==> src/rtl/mem_pkg.sv <==
// Shared definitions for the Memory-stage port controller: opcodes,
// controller states, byte-lane geometry and grant encoding.
package mem_pkg;

  // Memory-stage operation codes carried on dm_op
  localparam logic [6:0] OP_LDB = 7'h10;
  localparam logic [6:0] OP_LDW = 7'h11;
  localparam logic [6:0] OP_STB = 7'h12;
  localparam logic [6:0] OP_STW = 7'h13;

  // Byte-lane geometry: lane 0 is bits [7:0], lane 3 is bits [31:24]
  localparam int LANE_W     = 8;
  localparam int NUM_LANES  = 4;
  localparam int LANE_SEL_W = 2;

  // Last-grant encoding for the round-robin arbiter
  localparam logic GRANT_DATA  = 1'b0;
  localparam logic GRANT_FETCH = 1'b1;

  typedef enum logic [2:0] {
    ST_IDLE,
    ST_RD,
    ST_WR,
    ST_RMW_RD,
    ST_RMW_WR
  } state_t;

  // True for the four opcodes that touch memory
  function automatic logic op_is_valid(input logic [6:0] op);
    return (op == OP_LDB) || (op == OP_LDW) || (op == OP_STB) || (op == OP_STW);
  endfunction

endpackage

==> src/rtl/mem_byte_lane.sv <==
// Byte-lane helper: extracts a zero-extended byte from a word and merges a
// byte into a word. One instance serves both the LDB and STB paths.
module mem_byte_lane
  import mem_pkg::*;
#(
  parameter int DATA_W = 32
) (
  input  logic [DATA_W-1:0]     word,
  input  logic [LANE_SEL_W-1:0] lane,
  input  logic [LANE_W-1:0]     byte_in,
  output logic [DATA_W-1:0]     byte_out,
  output logic [DATA_W-1:0]     merged
);

  logic [LANE_W-1:0] lanes [NUM_LANES];

  genvar gi;
  generate
    for (gi = 0; gi < NUM_LANES; gi++) begin : g_lane
      assign lanes[gi] = word[gi*LANE_W +: LANE_W];
      assign merged[gi*LANE_W +: LANE_W] =
        (lane == LANE_SEL_W'(gi)) ? byte_in : word[gi*LANE_W +: LANE_W];
    end
    // Any bits above the four byte lanes pass straight through a merge
    if (DATA_W > NUM_LANES*LANE_W) begin : g_upper
      assign merged[DATA_W-1:NUM_LANES*LANE_W] = word[DATA_W-1:NUM_LANES*LANE_W];
    end
  endgenerate

  assign byte_out = {{(DATA_W-LANE_W){1'b0}}, lanes[lane]};

endmodule

==> src/rtl/mem_port_ctrl.sv <==
// Arbitration and sequencing for the single-ported data memory shared by
// instruction fetch and the Memory-stage data port. Byte stores are done
// as a read-modify-write; byte loads extract one lane of the read word.
module mem_port_ctrl
  import mem_pkg::*;
#(
  parameter int ADDR_W = 10,
  parameter int DATA_W = 32
) (
  input  logic              clk,
  input  logic              reset,
  // fetch requester
  input  logic              if_req,
  input  logic [ADDR_W-1:0] if_addr,
  output logic              if_done,
  output logic [DATA_W-1:0] if_rdata,
  // data requester
  input  logic              dm_req,
  input  logic [6:0]        dm_op,
  input  logic [ADDR_W-1:0] dm_addr,
  input  logic [4:0]        dm_dst,
  input  logic [DATA_W-1:0] dm_wdata,
  output logic              dm_done,
  output logic              wb,
  output logic [4:0]        wb_dst,
  output logic [DATA_W-1:0] wb_data,
  // memory handshake
  output logic              mem_req,
  output logic              mem_we,
  output logic [ADDR_W-3:0] mem_addr,
  output logic [DATA_W-1:0] mem_wdata,
  input  logic [DATA_W-1:0] mem_rdata,
  input  logic              mem_ack
);

  localparam int WA_W = ADDR_W - 2;

  state_t state_reg, state_next;

  // Latched request context and round-robin history
  logic                  last_grant_reg, last_grant_next;
  logic                  owner_reg, owner_next;
  logic [6:0]            op_reg, op_next;
  logic [LANE_SEL_W-1:0] lane_reg, lane_next;
  logic [LANE_W-1:0]     byte_reg, byte_next;
  logic [4:0]            dst_reg, dst_next;

  // Registered outputs
  logic              mem_req_reg, mem_req_next;
  logic              mem_we_reg, mem_we_next;
  logic [WA_W-1:0]   mem_addr_reg, mem_addr_next;
  logic [DATA_W-1:0] mem_wdata_reg, mem_wdata_next;
  logic              if_done_reg, if_done_next;
  logic [DATA_W-1:0] if_rdata_reg, if_rdata_next;
  logic              dm_done_reg, dm_done_next;
  logic              wb_reg, wb_next;
  logic [4:0]        wb_dst_reg, wb_dst_next;
  logic [DATA_W-1:0] wb_data_reg, wb_data_next;

  // Arbitration results
  logic dm_elig, if_elig, accept, pick_fetch;

  // Byte-lane helper results
  logic [DATA_W-1:0] lane_byte, lane_merged;

  // Word alignment bits of the fetch address are don't-care
  logic unused_if_bits;
  assign unused_if_bits = ^if_addr[1:0];

  mem_byte_lane #(.DATA_W(DATA_W)) u_byte_lane (
    .word     (mem_rdata),
    .lane     (lane_reg),
    .byte_in  (byte_reg),
    .byte_out (lane_byte),
    .merged   (lane_merged)
  );

  // Round-robin pick; a requester in its done cycle sits out this round
  always_comb begin
    dm_elig    = dm_req && !dm_done_reg;
    if_elig    = if_req && !if_done_reg;
    accept     = dm_elig || if_elig;
    pick_fetch = if_elig && (!dm_elig || (last_grant_reg == GRANT_DATA));
  end

  // FSM state register
  always_ff @(posedge clk or posedge reset) begin
    if (reset) begin
      state_reg <= ST_IDLE;
    end else begin
      state_reg <= state_next;
    end
  end

  // Next-state selection
  always_comb begin
    state_next = state_reg;
    case (state_reg)
      ST_IDLE: begin
        if (accept) begin
          if (pick_fetch) begin
            state_next = ST_RD;
          end else begin
            case (dm_op)
              OP_LDB, OP_LDW: state_next = ST_RD;
              OP_STW:         state_next = ST_WR;
              OP_STB:         state_next = ST_RMW_RD;
              default:        state_next = ST_IDLE;
            endcase
          end
        end
      end
      ST_RD, ST_WR: if (mem_ack) state_next = ST_IDLE;
      ST_RMW_RD:    if (mem_ack) state_next = ST_RMW_WR;
      ST_RMW_WR:    if (mem_ack) state_next = ST_IDLE;
      default:      state_next = ST_IDLE;
    endcase
  end

  // Next values for the request context and all registered outputs
  always_comb begin
    last_grant_next = last_grant_reg;
    owner_next      = owner_reg;
    op_next         = op_reg;
    lane_next       = lane_reg;
    byte_next       = byte_reg;
    dst_next        = dst_reg;
    mem_req_next    = mem_req_reg;
    mem_we_next     = mem_we_reg;
    mem_addr_next   = mem_addr_reg;
    mem_wdata_next  = mem_wdata_reg;
    if_done_next    = 1'b0;
    if_rdata_next   = '0;
    dm_done_next    = 1'b0;
    wb_next         = 1'b0;
    wb_dst_next     = '0;
    wb_data_next    = '0;

    case (state_reg)
      ST_IDLE: begin
        if (accept) begin
          if (pick_fetch) begin
            last_grant_next = GRANT_FETCH;
            owner_next      = GRANT_FETCH;
            op_next         = OP_LDW;
            lane_next       = '0;
            mem_req_next    = 1'b1;
            mem_we_next     = 1'b0;
            mem_addr_next   = if_addr[ADDR_W-1:2];
          end else begin
            last_grant_next = GRANT_DATA;
            owner_next      = GRANT_DATA;
            op_next         = dm_op;
            lane_next       = dm_addr[1:0];
            byte_next       = dm_wdata[LANE_W-1:0];
            dst_next        = dm_dst;
            if (op_is_valid(dm_op)) begin
              mem_req_next   = 1'b1;
              mem_we_next    = (dm_op == OP_STW);
              mem_addr_next  = dm_addr[ADDR_W-1:2];
              mem_wdata_next = dm_wdata;
            end else begin
              // Unknown op: acknowledge without touching memory
              dm_done_next = 1'b1;
            end
          end
        end
      end

      ST_RD: begin
        if (mem_ack) begin
          mem_req_next = 1'b0;
          mem_we_next  = 1'b0;
          if (owner_reg == GRANT_FETCH) begin
            if_done_next  = 1'b1;
            if_rdata_next = mem_rdata;
          end else begin
            dm_done_next = 1'b1;
            wb_next      = 1'b1;
            wb_dst_next  = dst_reg;
            wb_data_next = (op_reg == OP_LDB) ? lane_byte : mem_rdata;
          end
        end
      end

      ST_WR, ST_RMW_WR: begin
        if (mem_ack) begin
          mem_req_next = 1'b0;
          mem_we_next  = 1'b0;
          dm_done_next = 1'b1;
        end
      end

      ST_RMW_RD: begin
        // Keep the request up and turn it into the write of the merged word
        if (mem_ack) begin
          mem_we_next    = 1'b1;
          mem_wdata_next = lane_merged;
        end
      end

      default: ;
    endcase
  end

  // Context and output registers; reset abandons any access in flight
  always_ff @(posedge clk or posedge reset) begin
    if (reset) begin
      last_grant_reg <= GRANT_FETCH;
      owner_reg      <= GRANT_DATA;
      op_reg         <= '0;
      lane_reg       <= '0;
      byte_reg       <= '0;
      dst_reg        <= '0;
      mem_req_reg    <= 1'b0;
      mem_we_reg     <= 1'b0;
      mem_addr_reg   <= '0;
      mem_wdata_reg  <= '0;
      if_done_reg    <= 1'b0;
      if_rdata_reg   <= '0;
      dm_done_reg    <= 1'b0;
      wb_reg         <= 1'b0;
      wb_dst_reg     <= '0;
      wb_data_reg    <= '0;
    end else begin
      last_grant_reg <= last_grant_next;
      owner_reg      <= owner_next;
      op_reg         <= op_next;
      lane_reg       <= lane_next;
      byte_reg       <= byte_next;
      dst_reg        <= dst_next;
      mem_req_reg    <= mem_req_next;
      mem_we_reg     <= mem_we_next;
      mem_addr_reg   <= mem_addr_next;
      mem_wdata_reg  <= mem_wdata_next;
      if_done_reg    <= if_done_next;
      if_rdata_reg   <= if_rdata_next;
      dm_done_reg    <= dm_done_next;
      wb_reg         <= wb_next;
      wb_dst_reg     <= wb_dst_next;
      wb_data_reg    <= wb_data_next;
    end
  end

  assign mem_req   = mem_req_reg;
  assign mem_we    = mem_we_reg;
  assign mem_addr  = mem_addr_reg;
  assign mem_wdata = mem_wdata_reg;
  assign if_done   = if_done_reg;
  assign if_rdata  = if_rdata_reg;
  assign dm_done   = dm_done_reg;
  assign wb        = wb_reg;
  assign wb_dst    = wb_dst_reg;
  assign wb_data   = wb_data_reg;

endmodule

==> config.mk <==
export PLATFORM = sky130hd
export DESIGN_NAME = mem_port_ctrl
export DESIGN_NICKNAME = d
export VERILOG_FILES = /design/src/rtl/mem_pkg.sv /design/src/rtl/mem_byte_lane.sv /design/src/rtl/mem_port_ctrl.sv
export SDC_FILE = /design/constraint.sdc
export NUM_CORES = 1
export LEC_CHECK = 0
export BUFFER_PORTS_ARGS = -buffer_cell sky130_fd_sc_hd__buf_2
export CAP_MARGIN = 10
export CORE_MARGIN = 2
export CORE_UTILIZATION = 50
export CTS_CLUSTER_SIZE = 8
export DETAILED_ROUTE_END_ITERATION = 12
export PLACE_DENSITY = 0.8
export SETUP_SLACK_MARGIN = 0.5
export SYNTH_ARGS = -nofsm -noshare
export SYNTH_HDL_FRONTEND = slang
export SYNTH_SLANG_ARGS = --single-unit
==> constraint.sdc <==
create_clock -name clk -period 12.5 [get_ports clk]
set_input_delay 1.875 -clock clk [delete_from_list [all_inputs] [get_ports clk]]
set_output_delay 1.875 -clock clk [all_outputs]
set_load 0.02 [all_outputs]
# ---- Yosys cells after proc, flatten, opt, wreduce, memory -nomap -nowiden
# Cells that the tools add are included.
dict set report classes {
  add_sub_neg 0
  mul 0
  n_div 0
  magnitude_cmp 1
  n_eq_ne 18
  n_shift 0
  muxes 54
  n_bitwise 3
  reduce_logical 27
}
# operator n
set op_table {}
lappend op_table {{$mux W32} 11}
lappend op_table {{$mux W8} 8}
lappend op_table {{$pmux W32 S2} 1}
lappend op_table {{$eq A7 B5 Y1 const B} 5}
lappend op_table {{$mux W1} 19}
lappend op_table {{$bmux W8 S2} 1}
lappend op_table {{$mux W5} 3}
lappend op_table {{$reduce_and A5 Y1} 2}
lappend op_table {{$mux W3} 3}
lappend op_table {{$pmux W3 S3} 1}
lappend op_table {{$reduce_and A3 Y1} 3}
lappend op_table {{$ne A2 B2 Y1 const B} 4}
lappend op_table {{$mux W7} 1}
lappend op_table {{$eq A3 B2 Y1 const B} 2}
lappend op_table {{$pmux W1 S3} 2}
lappend op_table {{$pmux W2 S3} 1}
lappend op_table {{$reduce_bool A2 Y1} 3}
lappend op_table {{$logic_or A1 B1 Y1} 5}
lappend op_table {{$eq A2 B2 Y1 const B} 2}
lappend op_table {{$mux W2} 2}
lappend op_table {{$reduce_and A4 Y1} 1}
lappend op_table {{$reduce_or A2 Y1} 2}
lappend op_table {{$eq A3 B1 Y1 const B} 1}
lappend op_table {{$eq A3 B3 Y1 const B} 1}
lappend op_table {{14 further kinds} 19}
dict set report word_totals {
  ff_bits 141
  latch_bits 0
  ramBits 0
  mem_bits_ro 0
  output_inout_bits 114
  word_cells 120
  memories 0
}

# ---- Longest topological paths before layout
dict set report logic_depth {
  word_depth 8
  ltp_mapped 6
  ltp_nobuf 4
}

# ---- Hierarchy
# From an unflattened synthesis, not the netlist that was laid out.
dict set report hier_totals {
  cells_unflattened 542
  hier_area_um2 6821.5
}
# mod n_inst cells_each area_per_inst_um2
set by_module_without_submodules {}
lappend by_module_without_submodules {mem_port_ctrl 1 469 5988.2}
lappend by_module_without_submodules {mem_byte_lane 1 73 833.3}

# ---- Worst setup path before layout
# Ideal clock, no wire load.
dict set report synth_path {
  path_kind {in2reg}
  startpoint {in if_req}
  endpoint {reg mem_wdata_reg[0] (netlist: mem_wdata[0])}
  setup_time_ns 0.125
  t_arrival_ns 3.190
  required_time_ns 12.375
  slack_ns 9.184
  path_stages 6
  path_buffers 2
  path_cell_list {nor2b_1 -> clkbuf_1 -> nand2_1 -> a32oi_4 -> buf_6 -> mux2_4}
}
dict set report synth_between {
  elab_chain_cells 4
  elab_cells_between_ends 6
  classes_between {eq/ne (2); reduce/logical (4)}
}
# item line_no
set synth_rtl {}
lappend synth_rtl {{start, declared} mem_port_ctrl.sv:13} ;# input logic if_req,
lappend synth_rtl {{$logic_and A1 B1 Y1 (*)} mem_port_ctrl.sv:81} ;# if_elig = if_req && !if_done_reg;
lappend synth_rtl {{$logic_and A1 B1 Y1 / $logic_or A1 B1 Y1 (equally long branches)} {mem_port_ctrl.sv:83, mem_port_ctrl.sv:82}}
lappend synth_rtl {{$ne A2 B2 Y1 (no source line)} n/a}
lappend synth_rtl {{$reduce_and A5 Y1 (no source line) (*)} n/a}
lappend synth_rtl {{end signal, assigned} mem_port_ctrl.sv:235} ;# mem_wdata_reg <= mem_wdata_next;
lappend synth_rtl {{end, declared} mem_port_ctrl.sv:52} ;# logic [DATA_W-1:0] mem_wdata_reg, mem_wdata_next;
# Mark *: on every way between the ends. The rest lies on a longest branch, timed or not.
# A chain may end at the register's enable or synchronous reset.

# ---- Final worst setup path
dict set report layout_path {
  startpoint {in if_req}
  endpoint {reg mem_wdata_reg[31] (netlist: mem_wdata[31])}
}
# The elaborated chain is that of the path after synthesis.

==> flow_metrics.py <==
metrics = {
    "synthesis": {
        "synth_compound_area_frac": 0.08694,
        "yosys-top-cells-count": "dfrtp_1 (140), mux2i_1 (41), nand2_1 (41), o21ai_0 (40), and2_1 (39)",
        "synth-adder-area-share": 0,
        "synth_most_common_cell": "dfrtp_1",
        "synth_top_area_share": 0.5661,
        "ys_async_sr_fraction": 1.000,
        "synthesis.area_sq_um": 6188,
        "syn_inst": 494,
        "ys_seq_elements": 141,
        "synth_ff_type": "dfrtp_1",
        "ys_seq_area_frac": 0.5704,
        "syn_avg_cell_area_sq_um": 12.53,
        "yosysWarnings": 0,
        "synth-simple-area-share": 0.1207,
        "synthTopCellsByArea": "dfrtp_1 (57%), mux2_4 (7.3%), mux2i_1 (6.6%)",
        "synth_xor_area_frac": 0,
        "synth_top_family_by_area": "multiplexers",
        "synthesis.nets": 595,
        "ys_types": 40,
        "synth_top_area_cell": "dfrtp_1",
        "synth-edff-count": 0,
        "muxShareOfSynthArea": 0.1955,
    },
    "min_path": {
        "hp-class": "register to register",
    },
    "sta": {
        "layout_setup_ws_ps": 8876,
        "maxSlewViolCount": 0,
        "hold_viol": 0,
        "fmax_mhz": 275.9,
        "rsz0062_at_grt": "false",
        "setup_violations": 0,
        "clock_skew_ps": 14.88,
        "layout_min_cycle_time_ps": 3624,
        "fin_setup_tns_ps": 0,
        "tightest_slew_ps": 1041,
        "min_period_over_period": 0.2899,
        "maxSlewHeadroom": 0.3049,
    },
    "pwr": {
        "seqPwrFrac": 0.383,
        "swShare": 0.3383,
        "pwr-share-comb": 0.326,
        "switchingPower_uw": 604.1,
        "p_clk_frac": 0.291,
        "peakVddDrop_uv": 137.2,
        "power_mw": 1.786,
        "cellLeakagePower_nw": 4.498,
        "intPower_mw": 1.182,
        "p_per_area_nw_per_um2": 223.7,
    },
    "die": {
        "die_h_um": 115.3,
        "dieArea_sq_um": 13280,
        "core_sq_um": 12060,
        "start_util": 0.5131,
        "die_w_um": 115.3,
        "rows": 40,
        "ios": 215,
    },
    "layout": {
        "fillCellCount": 890,
        "n_antenna_cell": 0,
        "drive_above_1_share": 0.4599,
        "syn_to_final_growth_pct": 28.97,
        "instances_no_fill": 879,
        "nets": 801,
    },
    "critical_path": {
        "worstPathMaxFanout": 32,
        "crit_path_start_kind": "input port",
        "crit_arrival_ps": 3920,
        "worst_ep_required_time_ps": 12800,
        "crit_type": "input port to register",
        "cp-end-kind": "register",
    },
    "grt": {
        "grt_pass1_wl_um": 25810,
        "grt_max_degree": 80,
        "grt_most_used_layer": "met2",
        "overflow": 0,
        "grt_use_total": 0.2606,
        "antenna_found_initial": 0,
        "use_met3": 0.06906,
        "grtUsageMet1": 0.3428,
        "grtUsageMet2": 0.4078,
        "grt_pass1_vias": 4827,
    },
    "outcome": {
        "outcome": "completed",
    },
    "clock_tree": {
        "clock-sinks": 141,
        "cts_hold_buf": 0,
        "clock-root-buffer": "clkbuf_16",
        "cts_setup_buffers": 0,
        "htreeDepth": 4,
        "clkTransAtPathRegs_ps": 60,
        "cts_buffer_depth": 2,
        "cts_resized": 0,
        "cts_made_buffers": 17,
        "cts_tree": "done",
        "insertion_delay_ps": 420,
    },
    "routing": {
        "wl_um": 16800,
        "final_antenna_net_count": 0,
        "dr.first_iter.drc_count": 313,
        "viasPerCell": 5.382,
        "drt_first_pass_iters": 4,
        "drc": 0,
        "vias": 4731,
        "avgRoutedWirePerCell_um": 19.12,
    },
    "placed_design": {
        "placedCellCount": 849,
        "place_ws_ps": 8513,
        "dp_hpwl_um": 11890,
        "finalWeightedCongestion": 0.8699,
        "port_buffers": 212,
    },
    "run": {
        "drv_cap": 0,
    },
}
## metal layers
metal,part of all wire,vias to the layer above,wire length (um)
met4,0.031,0,527
met3,0.071,40,1194
met1,0.42,2327,7136
met5,0,-,0
li1,-,2149,-
met2,0.47,215,7945
## power by group through the flow
stage | clock (mW) | combinational (mW) | sequential (mW)
after global routing | 0.549 | 0.626 | 0.697
after detailed placement | 0 | 0.583 | 0.687
final | 0.520 | 0.583 | 0.683
after global placement | 0 | 0.568 | 0.681
after floorplan | 0 | 0.310 | 0.755
after CTS | 0.525 | 0.585 | 0.681
## worst max-delay path, stage by stage
cell,delay [ps]
buf_2,80
nor2b_1,400
nand2_1,280
a32oi_4,290
buf_4,550
mux2_2,410
## layout by cell type (no fill, tap or decap), types with 2 or more instances in the layout
cell type and count:
buf_2 212, dfrtp_1 140, mux2i_1 41, nand2_1 41, o21ai_0 40, and2_1 39, mux2_2 31, mux2_4 30
and3_1 24, clkbuf_16 17, nor2_1 10, a21oi_1 10, o221a_2 8, a22o_1 8, buf_4 7, nand2b_1 5
bufinv_16 4, clkinv_2 4, nand3b_1 3, clkbuf_1 3, nor2_2 2, nor2b_1 2, nor3_1 2, inv_1 2
o22a_1 2, o2111ai_1 2, a2111oi_0 2, clkbuf_8 2
## final timing paths
path                       depth (start not counted)  slack, ps  startpoint            end
max                                                6       8880      if_req  mem_wdata[31]
max in group asynchronous                          3       9560       reset    wb_data[20]
min reg2reg                                        1        490  dst_reg[0]      wb_dst[0]
max reg2reg                                        5      10050     if_done  mem_wdata[31]
min                                                1        490  dst_reg[0]      wb_dst[0]
min in group asynchronous                          2       1520       reset  mem_wdata[24]
## per-stage QoR
step / hold WS [ps] / cell area [sq um] / util
2_1_floorplan: 449.4 / 6188 / -
3_3_place_gp: 461.8 / 7377 / 0.6116
3_5_place_dp: 475.8 / 7377 / 0.6116
4_1_cts: 488.9 / 7981 / 0.6617
5_1_grt: 511.7 / 7981 / 0.6617
6_report: 485.2 / 7981 / 0.6617
## layout make-up
| type | count | area, sq um | area share |
|---|---|---|---|
| Clock buffer | 22 | 464.2 | 0.05816 |
| Sequential cell | 141 | 3530 | 0.4422 |
| Multi-Input combinational cell | 318 | 2507 | 0.3142 |
| Tap cell | 168 | 210.2 | 0.02634 |
| Timing Repair Buffer | 219 | 1114 | 0.1395 |
| Clock inverter | 8 | 140.1 | 0.01756 |
| Inverter | 3 | 16.27 | 0.002038 |
## cell families after synthesis
logic type	count (synthesis)
AND/OR/NAND/NOR	137
buffers and inverters	35
flip-flops	141
AO/OA/AOI/OAI	79
multiplexers	102
Note: power is estimated with default switching activity, not from simulation.
